### src/rtl/fpu_op_sequencer.sv
`default_nettype none
// ============================================================================
// Module      : fpu_op_sequencer
// Description : Issue stage for the floating-point adder. Buffers operand
//               pairs in a small FIFO, runs the adder on one pair at a time
//               with a one-cycle adder reset pulse, holds the operands for a
//               fixed window, then returns the captured result/status over a
//               valid/ready handshake.
//               Optional feature macro: FPU_SEQ_ZERO_BYPASS_EN (pairs with a
//               zero operand are answered directly without running the adder).
// Revision    : 1.0 - initial release
// ============================================================================
module fpu_op_sequencer #(
    parameter int DEPTH       = 4,
    parameter int HOLD_CYCLES = 34
) (
    input  logic                       clock,
    input  logic                       reset,
    input  logic                       in_valid,
    output logic                       in_ready,
    input  logic [31:0]                in_a,
    input  logic [31:0]                in_b,
    output logic [31:0]                op_a_out,
    output logic [31:0]                op_b_out,
    output logic                       fpu_rst_n,
    input  logic [31:0]                res_data_in,
    input  logic [3:0]                 res_status_in,
    output logic                       out_valid,
    input  logic                       out_ready,
    output logic [31:0]                out_data,
    output logic [3:0]                 out_status,
    output logic                       busy,
    output logic [$clog2(DEPTH+1)-1:0] count
);

    localparam int c_PTR_W  = $clog2(DEPTH);
    localparam int c_CNT_W  = $clog2(DEPTH + 1);
    localparam int c_HOLD_W = $clog2(HOLD_CYCLES + 1);

    localparam logic [c_CNT_W-1:0]  c_FULL      = c_CNT_W'(DEPTH);
    localparam logic [c_HOLD_W-1:0] c_HOLD_LAST = c_HOLD_W'(HOLD_CYCLES - 1);
    localparam logic [3:0]          c_ST_EXACT  = 4'b0001;

    typedef enum logic [1:0] {
        S_IDLE   = 2'd0,
        S_LOAD   = 2'd1,
        S_RUN    = 2'd2,
        S_RESULT = 2'd3
    } state_t;

    state_t                r_state;
    logic [31:0]           r_mem_a [DEPTH];
    logic [31:0]           r_mem_b [DEPTH];
    logic [c_PTR_W-1:0]    r_wr_ptr;
    logic [c_PTR_W-1:0]    r_rd_ptr;
    logic [c_CNT_W-1:0]    r_count;
    logic [c_HOLD_W-1:0]   r_hold;
    logic [31:0]           r_op_a;
    logic [31:0]           r_op_b;
    logic                  r_fpu_rst_n;
    logic                  r_out_valid;
    logic [31:0]           r_out_data;
    logic [3:0]            r_out_status;

    logic                  w_push;
    logic                  w_pop;
    logic [31:0]           w_head_a;
    logic [31:0]           w_head_b;

    assign w_head_a = r_mem_a[r_rd_ptr];
    assign w_head_b = r_mem_b[r_rd_ptr];
    assign in_ready = (r_count < c_FULL);
    assign w_push   = in_valid && in_ready;
    // Every IDLE exit consumes the head, whether it runs the adder or not.
    assign w_pop    = (r_state == S_IDLE) && (r_count != '0);

`ifdef FPU_SEQ_ZERO_BYPASS_EN
    logic        w_a_zero;
    logic        w_b_zero;
    logic [31:0] w_bypass_data;

    assign w_a_zero = (w_head_a[30:0] == 31'd0);
    assign w_b_zero = (w_head_b[30:0] == 31'd0);

    // Sum with a zero operand is the other operand; 0+0 keeps sign only if both negative.
    always_comb begin
        w_bypass_data = w_head_b;
        if (w_a_zero && w_b_zero) begin
            w_bypass_data = {w_head_a[31] & w_head_b[31], 31'd0};
        end else if (w_b_zero) begin
            w_bypass_data = w_head_a;
        end
    end
`endif

    // Operand FIFO: storage, wrapping pointers and occupancy.
    always_ff @(posedge clock) begin
        if (w_push) begin
            r_mem_a[r_wr_ptr] <= in_a;
            r_mem_b[r_wr_ptr] <= in_b;
        end
        if (reset) begin
            r_wr_ptr <= '0;
            r_rd_ptr <= '0;
            r_count  <= '0;
        end else begin
            if (w_push) r_wr_ptr <= r_wr_ptr + c_PTR_W'(1);
            if (w_pop)  r_rd_ptr <= r_rd_ptr + c_PTR_W'(1);
            case ({w_push, w_pop})
                2'b10:   r_count <= r_count + c_CNT_W'(1);
                2'b01:   r_count <= r_count - c_CNT_W'(1);
                default: r_count <= r_count;
            endcase
        end
    end

    // Sequencing FSM: load pair, pulse adder reset, hold window, return result.
    always_ff @(posedge clock) begin
        if (reset) begin
            r_state      <= S_IDLE;
            r_hold       <= '0;
            r_op_a       <= '0;
            r_op_b       <= '0;
            r_fpu_rst_n  <= 1'b0;
            r_out_valid  <= 1'b0;
            r_out_data   <= '0;
            r_out_status <= '0;
        end else begin
            case (r_state)
                S_IDLE: begin
                    r_fpu_rst_n <= 1'b1;
                    if (r_count != '0) begin
`ifdef FPU_SEQ_ZERO_BYPASS_EN
                        if (w_a_zero || w_b_zero) begin
                            r_state      <= S_RESULT;
                            r_out_valid  <= 1'b1;
                            r_out_data   <= w_bypass_data;
                            r_out_status <= c_ST_EXACT;
                        end else
`endif
                        begin
                            r_state     <= S_LOAD;
                            r_op_a      <= w_head_a;
                            r_op_b      <= w_head_b;
                            r_fpu_rst_n <= 1'b0;
                        end
                    end
                end
                S_LOAD: begin
                    r_state     <= S_RUN;
                    r_fpu_rst_n <= 1'b1;
                    r_hold      <= '0;
                end
                S_RUN: begin
                    if (r_hold == c_HOLD_LAST) begin
                        r_state      <= S_RESULT;
                        r_out_valid  <= 1'b1;
                        r_out_data   <= res_data_in;
                        r_out_status <= res_status_in;
                    end else begin
                        r_hold <= r_hold + c_HOLD_W'(1);
                    end
                end
                S_RESULT: begin
                    if (out_ready) begin
                        r_state     <= S_IDLE;
                        r_out_valid <= 1'b0;
                    end
                end
                default: r_state <= S_IDLE;
            endcase
        end
    end

    assign op_a_out   = r_op_a;
    assign op_b_out   = r_op_b;
    assign fpu_rst_n  = r_fpu_rst_n;
    assign out_valid  = r_out_valid;
    assign out_data   = r_out_data;
    assign out_status = r_out_status;
    assign busy       = (r_state != S_IDLE);
    assign count      = r_count;

endmodule
`default_nettype wire
### config.mk
export PLATFORM = sky130hd
export DESIGN_NAME = fpu_op_sequencer
export DESIGN_NICKNAME = d
export VERILOG_FILES = /design/src/rtl/fpu_op_sequencer.sv
export SDC_FILE = /design/constraint.sdc
export NUM_CORES = 1
export LEC_CHECK = 0
export ABC_AREA = 1
export BUFFER_PORTS_ARGS = -buffer_cell sky130_fd_sc_hd__buf_2
export CAP_MARGIN = 20
export CORE_ASPECT_RATIO = 1.4
export CORE_MARGIN = 10
export CORE_UTILIZATION = 63
export CTS_BUF_LIST = sky130_fd_sc_hd__clkbuf_4
export DETAILED_ROUTE_END_ITERATION = 8
export PLACE_DENSITY = 0.87
export SETUP_SLACK_MARGIN = 0.15
export SLEW_MARGIN = 5
export SYNTH_ARGS = -nofsm -noshare
export SYNTH_HDL_FRONTEND = slang
export SYNTH_SLANG_ARGS = --single-unit
### constraint.sdc
create_clock -name clock -period 12.5 [get_ports clock]
set_clock_uncertainty 0.05 [all_clocks]
set_input_delay 2.5 -clock clock [delete_from_list [all_inputs] [get_ports clock]]
set_output_delay 2.5 -clock clock [all_outputs]
set_load 0.005 [all_outputs]
==> metrics.md, run 1 <==
| Metric | Value |
|---|---|
| Die Height | 197 µm |
| Capturing point of the worst reg2reg path | count[2] |
| Clk buf depth | 3 |
| Largest net degree at the start of global routing | 89 |
| HPWL after DPL | 19300 µm |
| Hold Path Class | reg2reg |
| Yosys warns | 0 |
| Mean Syn Cell Area | 11.1 µm² |
| DRT iter0 DRCs | 826 |
| GRT Overall Usage | 0.217 |
| Crit path kind | reg2out |
| Leak | 6.34 nW |
| Ports | 211 |
| WL/cell | 17.3 µm |
| Register-to-register setup slack | between 9 and 10 ns |
| Post-synthesis register bit count | about 370 |
| MaxCap Viol Count | 0 |
| CTS Sinks | 373 |
| Fin. Hold Viols | 0 |
| Max Slew Vio Count | 0 |
| Port bufs | 210 |
| First-pass GRT wire length | just over 50000 µm |
| Post_cts resized | 0 |
| # nets final | 1605 |
| Total Wirelength | 32300 µm |
| Setup bufs post-CTS | 0 |
| Hold_buf cts | 0 |
| Fin crit share | 0.335 |
| Worst Setup EP | busy |
| Critical R2R Launch | r_state[0] |
| Post-synthesis sequential area ratio | 0.715 |
| Status | finished, final reports clean |
| Placed cell count | 1701 |
| Critical path launch point | r_state[0] |
| Reg2reg path depth | 13 |
| Startpoint Class | flip-flop |
| Worst-path maximum fanout | 4 |
| RSZ-0062 raised after global routing | no |
| Vias in the first global route | 10500 |
| Clk pin slew, worst setup/hold paths | 0.07 ns |
| Syn_nets | 1376 |
| Post-layout min period | around 4.2 ns |
| Final instance area | 16300 µm² |
| Rel. slew slack | 0.293 |
| Fin cells | 1866 |
| Cell taking the most area after synthesis | edfxtp_1 |
| Worst hold slack | 0.426 ns |
| Htree depth | 3 |
| Grt total ovfl | 0 |
| Main area contributors after synthesis | edfxtp_1 (55%), dfxtp_1 (17%), nor2_1 (11%) |
| Remaining DRCs | 0 |
| Row cnt | 64 |
| Cell Area, Synth | 14000 µm² |
| Synth top area share | 0.548 |
| Worst vdd ir | 0.000144 V |
| Worst setup EP type | primary output |
| Detailed Routing Iterations Pass 1 | 5 |
| Core Box Area | 21900 µm² |
| CTS tree | done |
| Fmax | between 200 and 250 MHz |
| Cell variety after synth | 26 |
| Area after DPL | 15200 µm² |
| Post-synthesis cell count | 1260 |
| Worst path arrival time | ~1.6 ns |
| Die X | 146 µm |
| Initial antenna violation count | 8 |
| Via count | 10200 |
| TNS Setup | 0 ns |
| Inserted Clock Buffers | 83 |
| Final core utilization | 0.744 |
| RePlAce Congestion | about 0.86 |
| Antenna Nets Post-Route | 0 |
| Clk_lat worst skew | 0.68 ns |
| Vias/cell | 5.47 |
| Endpoints failing setup | 0 |
| Area grow syn2layout | 15.9% |
| Crit path required time | ~10 ns |
| Worst Max-Slew Pin Slew | roughly 1.1 ns |
| Layout cells sized above 1 | 0.236 |
| Initial Util | 0.642 |
| CTS root buf | clkbuf_4 |
| DIE AREA | between 20000 and 30000 µm² |
| Pwr/cell area | 203 nW/µm² |
==> worst min path at each step <==
stage | cells past startpoint | startpoint | to
final | 2 | out_status[0] | out_status[0]
after global routing | 2 | out_status[1] | out_status[1]
after CTS | 2 | out_data[2] | out_data[2]
after detailed placement | 2 | out_data[2] | out_data[2]
after global placement | 2 | out_data[2] | out_data[2]
after floorplan | 2 | out_valid | out_valid
==> kinds of logic (layout without fill, tap and decap cells) <==
group / Yosys count / count (layout) / share of synthesized area
fa+ha+maj: 12 / 12 / 0.0112
simple gates: 449 / 449 / 0.122
other cells: 0 / 9 / 0
compound gates: 319 / 319 / 0.114
flops: 373 / 373 / 0.715
buf+inv: 106 / 406 / 0.0367
xor+xnor: 1 / 1 / 0.000624
==> cell usage in the layout, fill, tap and decap left out, drive strengths merged <==
cell type	Yosys	final
edfxtp	256	256
buf	54	219
o21ai	301	301
o21bai	1	1
clkbuf	21	127
nand2	24	24
nor2	413	413
inv	31	31
fa	1	1
nand3	12	12
ha	11	11
xor2	1	1
dfxtp	117	117
a21boi	1	1
a21oi	15	15
clkinv	0	27
o211ai	1	1
clkinvlp	0	2
diode	0	9
==> stage by stage <==
step	setup WS (ns)	total power, mW
finish	8.31	3.30
global placement	8.26	2.35
detailed placement	8.19	2.40
CTS	8.27	3.33
global route	8.20	3.50
floorplan	6.61	2.15
==> power by group <==
part	switching, mW	internal, mW
registers	0.0864	1.51
logic	0.530	0.251
clock network	0.452	0.468
total	1.07	2.23
==> routing by layer <==
metal / GRT usage / wire, µm / part of all wire / vias to the layer above
met2: 0.382 / 16500 / 0.51 / 420
met3: 0.0585 / 2510 / 0.078 / 67
li1: - / - / - / 4861
met5: 0 / 0 / 0 / -
met4: 0.114 / 903 / 0.028 / 0
met1: 0.235 / 12400 / 0.38 / 4859
==> final cells by class <==
type	count	area, µm²
repair buffers	219	1120
clock inverters	29	121
multi-input cells	781	3510
diodes	9	22.5
well taps	297	372
clock buffers	127	953
inverters	31	123
fillers	1422	5600
flip-flops and latches	373	10000
==> state kept, by name (all words and copies together) (netlist names), 3 cells and up <==
register,flops
r_mem_a,128
r_mem_b,128
op_a_out,32
op_b_out,32
out_data,32
r_hold,6
out_status,4
count,3
==> synth_stat cells, drive strengths merged <==
| cell | number |
|---|---|
| clkbuf | 21 |
| nand3 | 12 |
| edfxtp | 256 |
| a21boi | 1 |
| o21bai | 1 |
| inv | 31 |
| o21ai | 301 |
| xor2 | 1 |
| dfxtp | 117 |
| nor2 | 413 |
| ha | 11 |
| o211ai | 1 |
| fa | 1 |
| nand2 | 24 |
| buf | 54 |
| a21oi | 15 |
==> critical path: stages, from the launching register on <==
cell,delay (ns)
dfxtp_1,0.39
inv_1,0.09
ha_1,0.25
inv_1,0.12
buf_2,0.14
Power figures use the tool's default switching activity.
==> run 2: changes to the inputs <==
--- a/config.mk
+++ b/config.mk
@@ -10,10 +10,10 @@
 export CAP_MARGIN = 20
 export CORE_ASPECT_RATIO = 1.4
 export CORE_MARGIN = 10
-export CORE_UTILIZATION = 63
+export CORE_UTILIZATION = 59
 export CTS_BUF_LIST = sky130_fd_sc_hd__clkbuf_4
 export DETAILED_ROUTE_END_ITERATION = 8
-export PLACE_DENSITY = 0.87
+export PLACE_DENSITY = 0.82
 export SETUP_SLACK_MARGIN = 0.15
 export SLEW_MARGIN = 5
 export SYNTH_ARGS = -nofsm -noshare
==> constraint.sdc (replaced) <==
create_clock -name clock -period 3.9 [get_ports clock]
set_clock_uncertainty 0.05 [all_clocks]
set_input_delay 0.78 -clock clock [delete_from_list [all_inputs] [get_ports clock]]
set_output_delay 0.78 -clock clock [all_outputs]
set_load 0.005 [all_outputs]
==> run 2 against run 1 <==
Net effect: die area increased by 6.0%; flip-flop and latch count unchanged; worst hold slack got worse by 0.20 ns; wire length increased by 3.7%; non-clock buffer count increased by 2; core utilization decreased by 4.4 points; sequential power increased to 3.2 times the previous value; total power increased to 3.3 times the previous value; critical endpoint unchanged; largest cell class unchanged; highest routed layer is now met5.
==> metrics.md, run 2 (synthesized netlist as in run 1, its figures left out) <==
| Metric | Value |
|---|---|
| Fin crit share | 0.632 |
| Via count | 10200 |
| TNS Setup | 0 ns |
| Worst Max-Slew Pin Slew | 0.940 ns |
| First-pass GRT wire length | 51200 µm |
| Commonest non-fill, non-tap cell in the layout | nor2_1 |
| Vias in the first global route | slightly above 10000 |
| Row cnt | between 60 and 70 |
| GRT Overall Usage | 0.210 |
| Critical path launch point | r_state[0] |
| Clk pin slew, worst setup/hold paths | 0.08 ns |
| RSZ-0062 raised after global routing | no |
| Initial antenna violation count | 8 |
| Detailed Routing Iterations Pass 1 | 5 |
| Clk buf depth | 3 |
| MaxCap Viol Count | 0 |
| Worst hold slack | 0.223 ns |
| Fin cells | 1873 |
| Port bufs | 210 |
| Clk_lat worst skew | 0.72 ns |
| Crit path required time | a little over 3 ns |
| Die Height | 202 µm |
| Capturing point of the worst reg2reg path | op_b_out[15] |
| DRT iter0 DRCs | 823 |
| # nets final | 1608 |
| Worst Setup EP | busy |
| Critical R2R Launch | r_rd_ptr[0] |
| Die X | 150 µm |
| Core Box Area | around 23000 µm² |
| Crit path kind | reg2out |
| CTS root buf | clkbuf_4 |
| Area grow syn2layout | 16.6% |
| Post_cts resized | 0 |
| CTS Sinks | about 370 |
| HPWL after DPL | 20500 µm |
| Largest net degree at the start of global routing | 86 |
| WL/cell | 17.9 µm |
| Hold Path Class | in2reg |
| Most frequent cells in the layout | nor2_1 (408), edfxtp_1 (256), buf_2 (210) |
| Ports | 211 |
| Worst-path maximum fanout | 4 |
| Startpoint Class | flip-flop |
| Total Wirelength | around 33000 µm |
| Met3 Use GR | 0.0617 |
| Reg area | 10000 µm² |
| Biggest regs | r_mem_a x128, r_mem_b x128 |
| Worst path arrival time | around 1.6 ns |
| Antenna Nets Post-Route | 0 |
| Rel. slew slack | 0.373 |
| Htree depth | 3 |
| GRT met2 Usage | 0.366 |
| Inserted Clock Buffers | 84 |
| Max Slew Vio Count | 0 |
| Endpoints failing setup | 0 |
| Setup bufs post-CTS | 0 |
| Worst setup EP type | primary output |
| Vias/cell | 5.43 |
| Register-to-register setup slack | 1.51 ns |
| DIE AREA | 30400 µm² |
| Fill cell instance count of the final layout | 1664 |
| Leak | between 6 and 7 nW |
| Grt peak-use layer | met2 |
| Placement Setup Slack | between 1 and 1.5 ns |
| Worst vdd ir | 0.000483 V |
| Status | finished, final reports clean |
| Reg2reg path depth | 7 |
| Grt total ovfl | 0 |
| Remaining DRCs | 0 |
| Fmax | approximately 410 MHz |
| Met1 Track Usage GR | 0.226 |
| Placed cell count | approximately 1700 |
| CTS tree | done |
| RePlAce Congestion | 0.915 |
| Fin. Hold Viols | 0 |
| Initial Util | 0.600 |
| Post-layout min period | 2.46 ns |
| Worst setup margin | around 1.4 ns |
| Pwr/cell area | between 600 and 700 nW/µm² |
| Multi-input logic area | 3510 µm² |
| Hold_buf cts | 0 |
| Layout cells sized above 1 | 0.242 |
run 2: changes by cell type in the layout (fill, tap and decap cells not counted):
| cell | delta |
|---|---|
| buf_4 | -1 |
| bufinv_16 | +1 |
| inv_2 | +3 |
| clkinvlp_4 | -2 |
| diode_2 | -3 |
| clkinv_1 | -8 |
| buf_12 | +2 |
| clkbuf_4 | +5 |
| buf_16 | +1 |
run 2: metrics by stage:
stage          total power [mW]  area, µm²   util
4_1_cts                    10.8      16300  0.699
5_1_grt                    11.4      16300  0.700
2_1_floorplan              6.90      14000      -
3_5_place_dp               7.75      15200  0.652
3_3_place_gp               7.59      15200  0.651
6_report                   10.8      16400  0.700
run 2: worst min-delay path by stage:
stage | cells past startpoint | slack, ns | to | from
2_1_floorplan | 2 | 0.40 | out_valid | out_valid
3_3_place_gp | 2 | 0.41 | out_valid | out_valid
3_5_place_dp | 2 | 0.40 | out_valid | out_valid
4_1_cts | 1 | 0.17 | r_mem_a[3][25] | in_a[25]
5_1_grt | 1 | 0.18 | r_mem_a[0][25] | in_a[25]
6_report | 1 | 0.22 | r_mem_a[0][25] | in_a[25]
run 2: per-layer routing:
metal	vias to the layer above	wire [µm]
met2	410	17100
met5	-	21
met1	4823	12600
met3	56	2980
li1	4870	-
met4	4	743
run 2: power by group:
part	total, mW	switching [mW]	internal, mW
Combinational	2.57	1.74	0.837
Sequential	5.11	0.267	4.84
Clock	3.07	1.46	1.61
Total	10.8	3.47	7.29
run 2: critical path, cell delays in order, from the launching register on:
cell,delay (ns)
dfxtp_1,0.38
inv_1,0.08
ha_1,0.25
inv_1,0.10
buf_2,0.12
run 2: area by class of cell:
class                      instances  share of cell area
inverter                          31             0.00750
clock inverter                    23             0.00719
timing repair buffer             221              0.0721
clock buffer                     132              0.0606
sequential                       373               0.613
multi-input combinational        781               0.215
antenna                            6            0.000918
tap                              306              0.0234
